--- src/rtl/jrb8_prog_loader.sv ---
// Boot loader for JRB8: receives a length-prefixed, checksummed image over a
// strobe handshake, writes it into program RAM and then releases the CPU.
module jrb8_prog_loader #(
   parameter int         ADDR_W      = 8,
   parameter int         SYNC_STAGES = 2,
   parameter logic [7:0] CMD_LOAD    = 8'hA5,
   parameter logic [7:0] CMD_RUN     = 8'h5A
) (
   input  logic              clk,
   input  logic              rst,
   input  logic              ld_strb,
   input  logic [7:0]        ld_data,
   output logic              mem_we,
   output logic [ADDR_W-1:0] mem_addr,
   output logic [7:0]        mem_wdata,
   output logic              cpu_run,
   output logic              busy,
   output logic              err
);

   typedef enum logic [2:0] {
      S_IDLE,
      S_LEN,
      S_DATA,
      S_CSUM,
      S_RUN,
      S_ERR
   } state_t;

   state_t                  state_reg;
   logic [SYNC_STAGES-1:0]  sync_reg;
   logic [SYNC_STAGES-1:0]  fill_reg;
   logic                    prev_reg;
   logic                    armed_reg;
   logic [8:0]              cnt_reg;
   logic [ADDR_W-1:0]       addr_reg;
   logic [7:0]              sum_reg;
   logic                    mem_we_reg;
   logic [ADDR_W-1:0]       mem_addr_reg;
   logic [7:0]              mem_wdata_reg;
   logic                    cpu_run_reg;
   logic                    busy_reg;
   logic                    err_reg;

   logic synced;
   logic sync_valid;
   logic ev;

   assign synced     = sync_reg[SYNC_STAGES-1];
   // The cleared chain reads low right after reset; fill_reg keeps those
   // flushed zeros from arming the detector, so a strobe held high gives no event.
   assign sync_valid = fill_reg[SYNC_STAGES-1];
   assign ev         = armed_reg & synced & ~prev_reg;

   always_ff @(posedge clk) begin
      if (rst) begin
         sync_reg  <= '0;
         fill_reg  <= '0;
         prev_reg  <= 1'b0;
         armed_reg <= 1'b0;
      end else begin
         sync_reg  <= {sync_reg[SYNC_STAGES-2:0], ld_strb};
         fill_reg  <= {fill_reg[SYNC_STAGES-2:0], 1'b1};
         prev_reg  <= synced;
         armed_reg <= armed_reg | (sync_valid & ~synced);
      end
   end

   always_ff @(posedge clk) begin
      if (rst) begin
         state_reg     <= S_IDLE;
         cnt_reg       <= '0;
         addr_reg      <= '0;
         sum_reg       <= '0;
         mem_we_reg    <= 1'b0;
         mem_addr_reg  <= '0;
         mem_wdata_reg <= '0;
         cpu_run_reg   <= 1'b0;
         busy_reg      <= 1'b0;
         err_reg       <= 1'b0;
      end else begin
         mem_we_reg <= 1'b0;
         case (state_reg)
            S_IDLE, S_ERR: begin
               if (ev) begin
                  if (ld_data == CMD_LOAD) begin
                     state_reg <= S_LEN;
                     busy_reg  <= 1'b1;
                     err_reg   <= 1'b0;
                  end else if (ld_data == CMD_RUN) begin
                     state_reg   <= S_RUN;
                     cpu_run_reg <= 1'b1;
                  end
               end
            end
            S_LEN: begin
               if (ev) begin
                  // A length byte of zero encodes 256.
                  cnt_reg   <= {(ld_data == 8'd0), ld_data};
                  addr_reg  <= '0;
                  sum_reg   <= '0;
                  state_reg <= S_DATA;
               end
            end
            S_DATA: begin
               if (ev) begin
                  mem_we_reg    <= 1'b1;
                  mem_addr_reg  <= addr_reg;
                  mem_wdata_reg <= ld_data;
                  addr_reg      <= addr_reg + 1'b1;
                  sum_reg       <= sum_reg + ld_data;
                  cnt_reg       <= cnt_reg - 9'd1;
                  if (cnt_reg == 9'd1)
                     state_reg <= S_CSUM;
               end
            end
            S_CSUM: begin
               if (ev) begin
                  busy_reg <= 1'b0;
                  if (8'(sum_reg + ld_data) == 8'd0) begin
                     state_reg   <= S_RUN;
                     cpu_run_reg <= 1'b1;
                     err_reg     <= 1'b0;
                  end else begin
                     state_reg <= S_ERR;
                     err_reg   <= 1'b1;
                  end
               end
            end
            S_RUN: begin
               cpu_run_reg <= 1'b1;
            end
            default: begin
               state_reg <= S_IDLE;
               busy_reg  <= 1'b0;
            end
         endcase
      end
   end

   assign mem_we    = mem_we_reg;
   assign mem_addr  = mem_addr_reg;
   assign mem_wdata = mem_wdata_reg;
   assign cpu_run   = cpu_run_reg;
   assign busy      = busy_reg;
   assign err       = err_reg;

endmodule

--- config.mk ---
export PLATFORM = sky130hd
export DESIGN_NAME = jrb8_prog_loader
export DESIGN_NICKNAME = d
export VERILOG_FILES = /design/src/rtl/jrb8_prog_loader.sv
export SDC_FILE = /design/constraint.sdc
export NUM_CORES = 1
export LEC_CHECK = 0
export ABC_AREA = 1
export CAP_MARGIN = 5
export CORE_MARGIN = 5
export CORE_UTILIZATION = 40
export CTS_BUF_LIST = sky130_fd_sc_hd__clkbuf_16
export DETAILED_ROUTE_END_ITERATION = 10
export SLEW_MARGIN = 20
export SYNTH_ARGS = -nofsm -noshare
export SYNTH_HDL_FRONTEND = slang
export SYNTH_SLANG_ARGS = --single-unit
--- constraint.sdc ---
create_clock -name clk -period 3.9 [get_ports clk]
set_input_delay 0.78 -clock clk [delete_from_list [all_inputs] [get_ports clk]]
set_output_delay 0.78 -clock clk [all_outputs]
set_load 0.005 [all_outputs]
# Word-level counts from Yosys, hierarchy flattened
# Index checks and enable logic that the tools add are counted.
classes:
  add_sub_neg: 3
  n_eq_ne: 18
  muxes: 34
  bitwise_logic: 9
  n_reduce_logical: 15
op_table:
  columns: ["operator", "n"]
  rows:
  - ["$pmux 8 s2", 2]
  - ["$mux 8", 3]
  - ["$mux 3", 7]
  - ["$mux 9", 2]
  - ["$ne 2x2->1 const B", 9]
  - ["$pmux 9 s2", 1]
  - ["$logic_not 8->1", 2]
  - ["$mux 1", 15]
  - ["$pmux 3 s5", 1]
  - ["$eq 9x1->1 const B", 1]
  - ["$sub 9x1->9 const B", 1]
  - ["$add 8x1->8 const B", 1]
  - ["$add 8x8->8", 1]
  - ["$eq 8x7->1 const B", 1]
  - ["$eq 8x8->1 const B", 1]
  - ["$reduce_and 4->1", 2]
  - ["$reduce_and 7->1", 1]
  - ["$eq 3x2->1 const B", 2]
  - ["$eq 3x3->1 const B", 2]
  - ["$pmux 1 s3", 2]
  - ["$reduce_and 6->1", 1]
  - ["$not 1->1", 5]
  - ["$reduce_bool 2->1", 2]
  - ["$reduce_or 2->1", 2]
  - ["other kinds (10)", 12]
totals:
  ff_bits: 54
  in_bits: 11
  elab_cells: 94

# Depth between registers and ports, before layout
# Gate-level depths: netlist of run 1.
logic_depth:
  ltp_word: 5
  mapped_depth: 14

# Worst setup path before layout of run 1
# OpenSTA, ideal clock, no wires.
synth_path:
  path_type: "input-to-reg"
  from: "input ld_data[0]"
  to: "register state_reg[0]"
  setup_ps: 109
  t_arrival_ps: 2128
  required_time_ps: 3791
  slack_ps: 1663
  cell_stages: 14
  n_path_buf: 0
  cell_sequence: "ha_1 > fa_1 > nand2_1 > nand2_1 > nand3_1 > nand2_1 > nand2_1 > nand2_1 > nor2_1 > nand2_1 > nand2_1 > nand3_1 > nand2_1 > inv_1"
synth_via:
  elab_chain_cells: 5
  word_cells_on_any_way: 11
  cone_classes: "add/sub (1); eq/ne (3); mux (5); reduce/logical (2)"
synth_rtl:
  columns: ["item", "line_no", "rtl"]
  rows:
  - ["start, declared", "12", "input logic [7:0] ld_data,"]
  - ["$add 8x8->8", "120", "if (8'(sum_reg + ld_data) == 8'd0) begin"]
  - ["$logic_not 8->1", "120", null]
  - ["$mux 1", "120", null]
  - ["$mux 3", "118", "if (ev) begin"]
  - ["$pmux 3 s5", "83", "case (state_reg)"]
  - ["end signal, assigned", "87", "state_reg <= S_LEN;"]
  - ["end signal, assigned", "121", "state_reg <= S_RUN;"]
  - ["end signal, assigned", "125", "state_reg <= S_ERR;"]
  - ["end, declared", "30", "state_t state_reg;"]
# Parallel ways exist; a longest one is shown, timed or not. The select of a mux whose other input is x is not followed.
# A chain may end at the register's enable or synchronous reset.

# Worst setup path in the final report of run 1
# Ends and elaborated chain as after synthesis.

==> results.md, run 1 <==
* First-pass DRT Iterations at 5
* Initial Util at 41.2%
* Async SR Flop Fraction at 0%
* Syn nets at slightly above 400
* Worst-skew pair later-pin latency at around 290 ps
* Ant diodes at 0
* Largest net degree at the start of global routing at 32
* Setup TNS Final at 0 ps
* H-Tree Depth at 2
* Routed length per instance at between 10 and 15 um
* Total Wirelength at approximately 6700 um
* Hold WC Path Type: reg -> reg
* First-pass GRT wire length at 11600 um
* VDD IR-drop max at approximately 240 uV
* Chip Width at 93.7 um
* Internal cell power at approximately 800 uW
* Number of fill cells at just under 700
* Layout cells sized above 1 at approximately 7%
* DP Wirelength at a little under 5000 um
* Total gr overflow at 0
* Post-synth EDFFs at 0
* Clk_skew at around 6 ps
* Seq cells post-synth at 54
* Hold endpoint: sync_reg[1]
* Fin cells at between 500 and 600
* Commonest non-fill, non-tap cell in the layout: nand2_1
* Run status: finished, final reports clean
* Hold_sp: sync_reg[0]
* IO Pins at 31
* Post-CTS Repair Setup Buffers at 0
* Die ar. at slightly below 9000 sq um
* Net Sw Power at between 200 and 250 uW
* Sequential share of power at about 53%
* PortBufs at 30
* Clock Pin Slew Worst Setup and Hold Paths at 70 ps
* Most used flip-flop cell after synthesis: dfxtp_1
* Crit path launch type: input pin
* CTS buffer count at 5
* Clk sink count at 54
* Cell variety after synth at 42
* Max Freq at between 0.3 and 0.4 GHz
* Crit. End Element: register
* Die H at about 94 um
* Arrival time worst endpoint at 2850 ps
* Power density over cell area at ~320 nW/um^2
* Starting DRT DRC Count at 140
* Post_cts resized at 0
* Synth warn at 0
* R2R depth at 7
* Worst slew pin tran at slightly below 900 ps
* Final number of setup-violating endpoints at 0
* Syn avg cell area at approximately 7.3 sq um
* Post-route DRC at 0
* Pwr Total at 1050 uW
* Max reg flops at 9
* Fin util at between 40% and 50%
* Vias per inst at between 5 and 6
* Headroom to the max-slew limit at roughly two fifths
* Placer's final routability congestion estimate at about 0.84
* Dpl cells at about 500
* Slew Viols, Final at 0
* Comb power frac at 5.3%
* Worst Path Required at between 4000 and 5000 ps
* Hold_buf cts at 0
* FF-to-FF End: sum_reg[0]
* R2R Setup Slk at ~1900 ps
* Hold Crit Depth at 2
* Final hold violation count at 0
* Hold Slack at 402 ps
* Antenna-violating nets left at 0
* Leak pwr at approximately 0.0014 uW
* CTS max path bufs at 2
* Switching part of the total power at approximately 23%
* Register area share after synthesis at between 30% and 40%
* P&R area growth vs syn at 17.6%
* Post-layout nets at 430
* CTS tree: yes
* Vias in the first global route at 2407
* Unrepaired setup endpoints after global routing: no
* CP Class: in -> reg
* Clock power share at a little over two fifths
* CP Max Fanout at 4
* Via count at ~2600
* Synthesized instance count at ~380
* Most frequent cells in the layout: nand2_1 (69), dfxtp_1 (54), inv_1 (52)
* Tcrit/Tclk final at roughly two thirds
* Min cycle time layout at 2660 ps
* Reg2reg start: state_reg[2]
* Clock Tree Root: clkbuf_16
* Initial antenna violation count at 0
* FP Rows at 30
* Max_cap viols at 0
* Post-Synthesis Cell Area at approximately 2800 sq um
* Core outline area at 6790 sq um
* All-Layer GR Usage at between 10% and 20%
[worst max-delay path, cell delays in order]
cell and delay, ps:
clkdlybuf4s50_1 490, ha_1 280, fa_1 430, nand2_1 90, nand2_1 80, nand3_1 90, nand2_1 50, nand2_1 60
nand2_1 60, nor2_1 100, nand2_1 90, nand2_1 90, nand3_1 70, nand2_1 60, inv_1 30
[metrics by stage]
stage | setup slack [ps] | area, sq um
floorplan | 1660 | 2800
global placement | 1040 | 3150
detailed placement | 967 | 3150
CTS | 1260 | 3290
global route | 1090 | 3290
finish | 1240 | 3290
[power groups by stage]
stage	sequential, uW	clock [uW]	combinational, uW
final	555	436	55.9
after global routing	555	472	62.5
after CTS	555	443	56.5
after detailed placement	568	0	56.1
after global placement	568	0	56.3
after floorplan	568	0	29.7
[layout make-up]
| cell class | instances | area (sq um) | share of cell area [%] |
|---|---|---|---|
| Clock buffer | 5 | 125 | 3.80 |
| Sequential cell | 54 | 1080 | 32.8 |
| Clock inverter | 3 | 16.3 | 0.494 |
| Tap cell | 96 | 120 | 3.65 |
| Inverter | 57 | 216 | 6.57 |
| Timing Repair Buffer | 32 | 315 | 9.57 |
| Multi-Input combinational cell | 258 | 1420 | 43.1 |
[routing by layer]
metal | up-vias | track usage (%) | share of wire, %
met4 | 0 | 5.05 | 1.3
met3 | 11 | 3.45 | 5.8
met2 | 70 | 25.7 | 47
met1 | 1197 | 22.9 | 46
met5 | - | 0 | 0
li1 | 1325 | - | -
[cell usage after synthesis (3+ instances only)]
cell type  count  area, sq um
dfxtp_1       54         1080
a21oi_1       34          170
clkbuf_1       5         18.8
o21ai_1        4         20.0
buf_6          3         33.8
inv_2          4         15.0
o21ai_0       31          155
nor3_1         3         15.0
o211ai_1       3         22.5
nand3_1       28          140
inv_1         52          195
a32o_1         5         50.1
nand2_1       69          259
ha_1          10          125
nand4_1        7         43.8
nor2_1        33          124
buf_2          3         15.0
[cells by family after synthesis]
group,share of synthesized area (%)
compound gates,20.3
xor+xnor,0.939
fa+ha+maj,5.18
buf+inv,10.7
flops,38.6
simple gates,24.3
[worst max path at each step]
stage | end | depth (start not counted) | startpoint | slack, ps
6_report | state_reg[0] | 15 | ld_data[0] | 1240
5_1_grt | cpu_run | 14 | ld_data[0] | 1090
4_1_cts | state_reg[0] | 15 | ld_data[0] | 1260
3_5_place_dp | state_reg[0] | 15 | ld_data[0] | 970
3_3_place_gp | state_reg[0] | 15 | ld_data[0] | 1040
2_1_floorplan | state_reg[0] | 14 | ld_data[0] | 1660
Power figures use the tool's default switching activity.
==> inputs of run 2 (changes only) <==
==> constraint.sdc (replaced) <==
create_clock -name clk -period 2.37 [get_ports clk]
set_input_delay 0.474 -clock clk [delete_from_list [all_inputs] [get_ports clk]]
set_output_delay 0.474 -clock clk [all_outputs]
set_load 0.005 [all_outputs]
==> run 2 against run 1 <==
Net effect: via count shrank 2.2%; flip-flop and latch count is the same; clock skew shrank 0.67 ps; cell area grew 4.7%; die area is the same; sequential power grew 65%; sequential share of layout area shrank 1.5 points; critical path type unchanged; highest routed layer unchanged.
==> results.md, run 2 (synthesis gave the netlist of run 1 again) <==
* Run status: finished, final reports clean
* Antenna-violating nets left at 0 (unchanged)
* Headroom to the max-slew limit at 68.9% (+29 points)
* Most frequent CP cell: nand2_1
* Crit-path slowest cell: clkdlybuf4s50_1
* Min cycle time layout at 2170 ps
* All-Layer GR Usage at 16.3% (-0.21 points)
* Hold_buf cts at 0 (unchanged)
* Total Wirelength at 6660 um (-1.2%)
* Clk_skew at 5.36 ps (-0.667 ps)
* Worst Path Required at 2560 ps (-1530 ps)
* Max_cap viols at 0 (unchanged)
* Die ar. at 8770 sq um (unchanged)
* Starting DRT DRC Count at 160 (+14%)
* H-Tree Depth at 2 (unchanged)
* Critical path's largest stage delay at 490 ps (about the same)
* CTS buffer count at 5 (unchanged)
* Bufs and invs on worst path at 3 (+1)
* Clock Pin Slew Worst Setup and Hold Paths at 60 ps (about the same)
* First-pass DRT Iterations at 4 (-1)
* Tcrit/Tclk final at between 90 and 100%
* Chip Width at 93.7 um (unchanged)
* Worst-skew pair later-pin latency at 290 ps (about the same)
* VDD IR-drop max at 478 uV (+100%)
* Vias in the first global route at 2417 (+0.42%)
* Fin util at 50.8% (+2.3 points)
* Vias per inst at 4.86 (-5.8%)
* DP Wirelength at 4820 um (+0.15%)
* CP Max Fanout at 2 (-2)
* Clk sink count at 54 (unchanged)
* Design Area, Final at 3450 sq um (+4.7%)
* Die H at 93.7 um (unchanged)
* Crit path max-delay family: simple AND/OR/NAND/NOR gates
* Crit path launch type: input pin
* Layout cells sized above 1 at 12.1% (+5.3 points)
* Post-layout nets at 449 (+4.4%)
* Power density over cell area at 505 nW/um^2 (+59%)
* CTS max path bufs at 2 (unchanged)
* PortBufs at 30 (unchanged)
* Via count at 2545 (-2.2%)
* DP Area at 3300 sq um (+4.5%)
* Routed length per instance at 12.7 um (-4.8%)
* Largest net degree at the start of global routing at 32 (unchanged)
* Max Freq at around 0.46 GHz
* Slew Viols, Final at 0 (unchanged)
* Number of fill cells at 685 (-0.58%)
* FP Rows at 30 (unchanged)
* Leak pwr at 0.00147 uW (+6.9%)
* Post-CTS Repair Setup Buffers at 0 (unchanged)
* Core outline area at 6790 sq um (unchanged)
* Most frequent cells in the layout: nand2_1 (68), dfxtp_1 (54), inv_1 (53)
* Clock Tree Root: clkbuf_16
* Worst slew pin tran at 466 ps (-428 ps)
* Final number of setup-violating endpoints at 0 (unchanged)
* Final hold violation count at 0 (unchanged)
* Ant diodes at 0 (unchanged)
* Hold Slack at 400 ps (-2.00 ps)
* Pwr Total at 1740 uW (+66%)
* Commonest non-fill, non-tap cell in the layout: nand2_1
* Unrepaired setup endpoints after global routing: no
* Worst-path cell chain: clkdlybuf4s50_1 > ha_2 > fa_2 > inv_1 > nand2_1 > nor2_1 > nand3_1 > nor2_2 > nand2_1 > nand2_2 > nand3_1 > nand2_1 > inv_1
* Hold WC Path Type: reg -> reg
* Initial antenna violation count at 0 (unchanged)
* P&R area growth vs syn at 23.1%
* Post-route DRC at 0 (unchanged)
* Crit. End Element: register
* Placer's final routability congestion estimate at 0.867 (+2.8%)
* IO Pins at 31 (unchanged)
* Arrival time worst endpoint at 2360 ps (-490 ps)
* CTS tree: yes
* Total gr overflow at 0 (unchanged)
* First-pass GRT wire length at 11500 um (-1.1%)
* Initial Util at 41.2% (unchanged)
* Max reg flops at 9 (unchanged)
* CP Class: in -> reg
-- run 2: power breakdown --
group	leakage [uW]	total, uW	switching (uW)	internal [uW]
sequential	0.000436	914	2.08	912
combinational	0.000959	111	61.5	49.7
clock	0.0000750	715	327	388
total	0.00147	1740	391	1350
-- run 2: tightest hold or removal path, cell delays in order (launching register included) --
cell and delay, ps:
dfxtp_1 300, inv_1 40, nor2_1 30
-- run 2: worst paths after layout --
| path | startpoint | to | slack, ps | depth (start not counted) |
|---|---|---|---|---|
| hold / removal | sync_reg[0] | sync_reg[1] | 400 | 2 |
| setup reg to reg | sum_reg[0] | state_reg[0] | 540 | 14 |
| hold reg to reg | sync_reg[0] | sync_reg[1] | 400 | 2 |
| setup / recovery | ld_data[0] | state_reg[0] | 200 | 13 |
-- run 2: layout make-up --
class	count	area, sq um	share of cell area, %
multi-input cells	258	1430	41.5
repair buffers	51	458	13.3
inverters	57	216	6.28
clock buffers	5	125	3.63
well taps	96	120	3.48
flip-flops and latches	54	1080	31.3
clock inverters	3	17.5	0.508
-- run 2: stage by stage --
stage | setup TNS, ps | setup WS, ps | instances
global route | 0 | 12.6 | 524
floorplan | 0 | 439 | 382
finish | 0 | 198 | 524
CTS | 0 | 98.5 | 524
global placement | -371 | -162 | 516
detailed placement | -560 | -198 | 516
-- run 2: routing by layer --
| layer | GRT usage, % | vias up | wire length [um] |
|---|---|---|---|
| li1 | - | 1367 | - |
| met4 | 5.17 | 0 | 110 |
| met2 | 24.5 | 39 | 2860 |
| met3 | 3.77 | 9 | 299 |
| met5 | 0 | - | 0 |
| met1 | 23.0 | 1130 | 3390 |
-- run 2: repair_timing --
| item | CTS | global route |
|---|---|---|
| hold endpoints to repair | 0 | 0 |
| setup endpoints to repair | 0 | 3 |
| gates resized for setup | 0 | 4 |
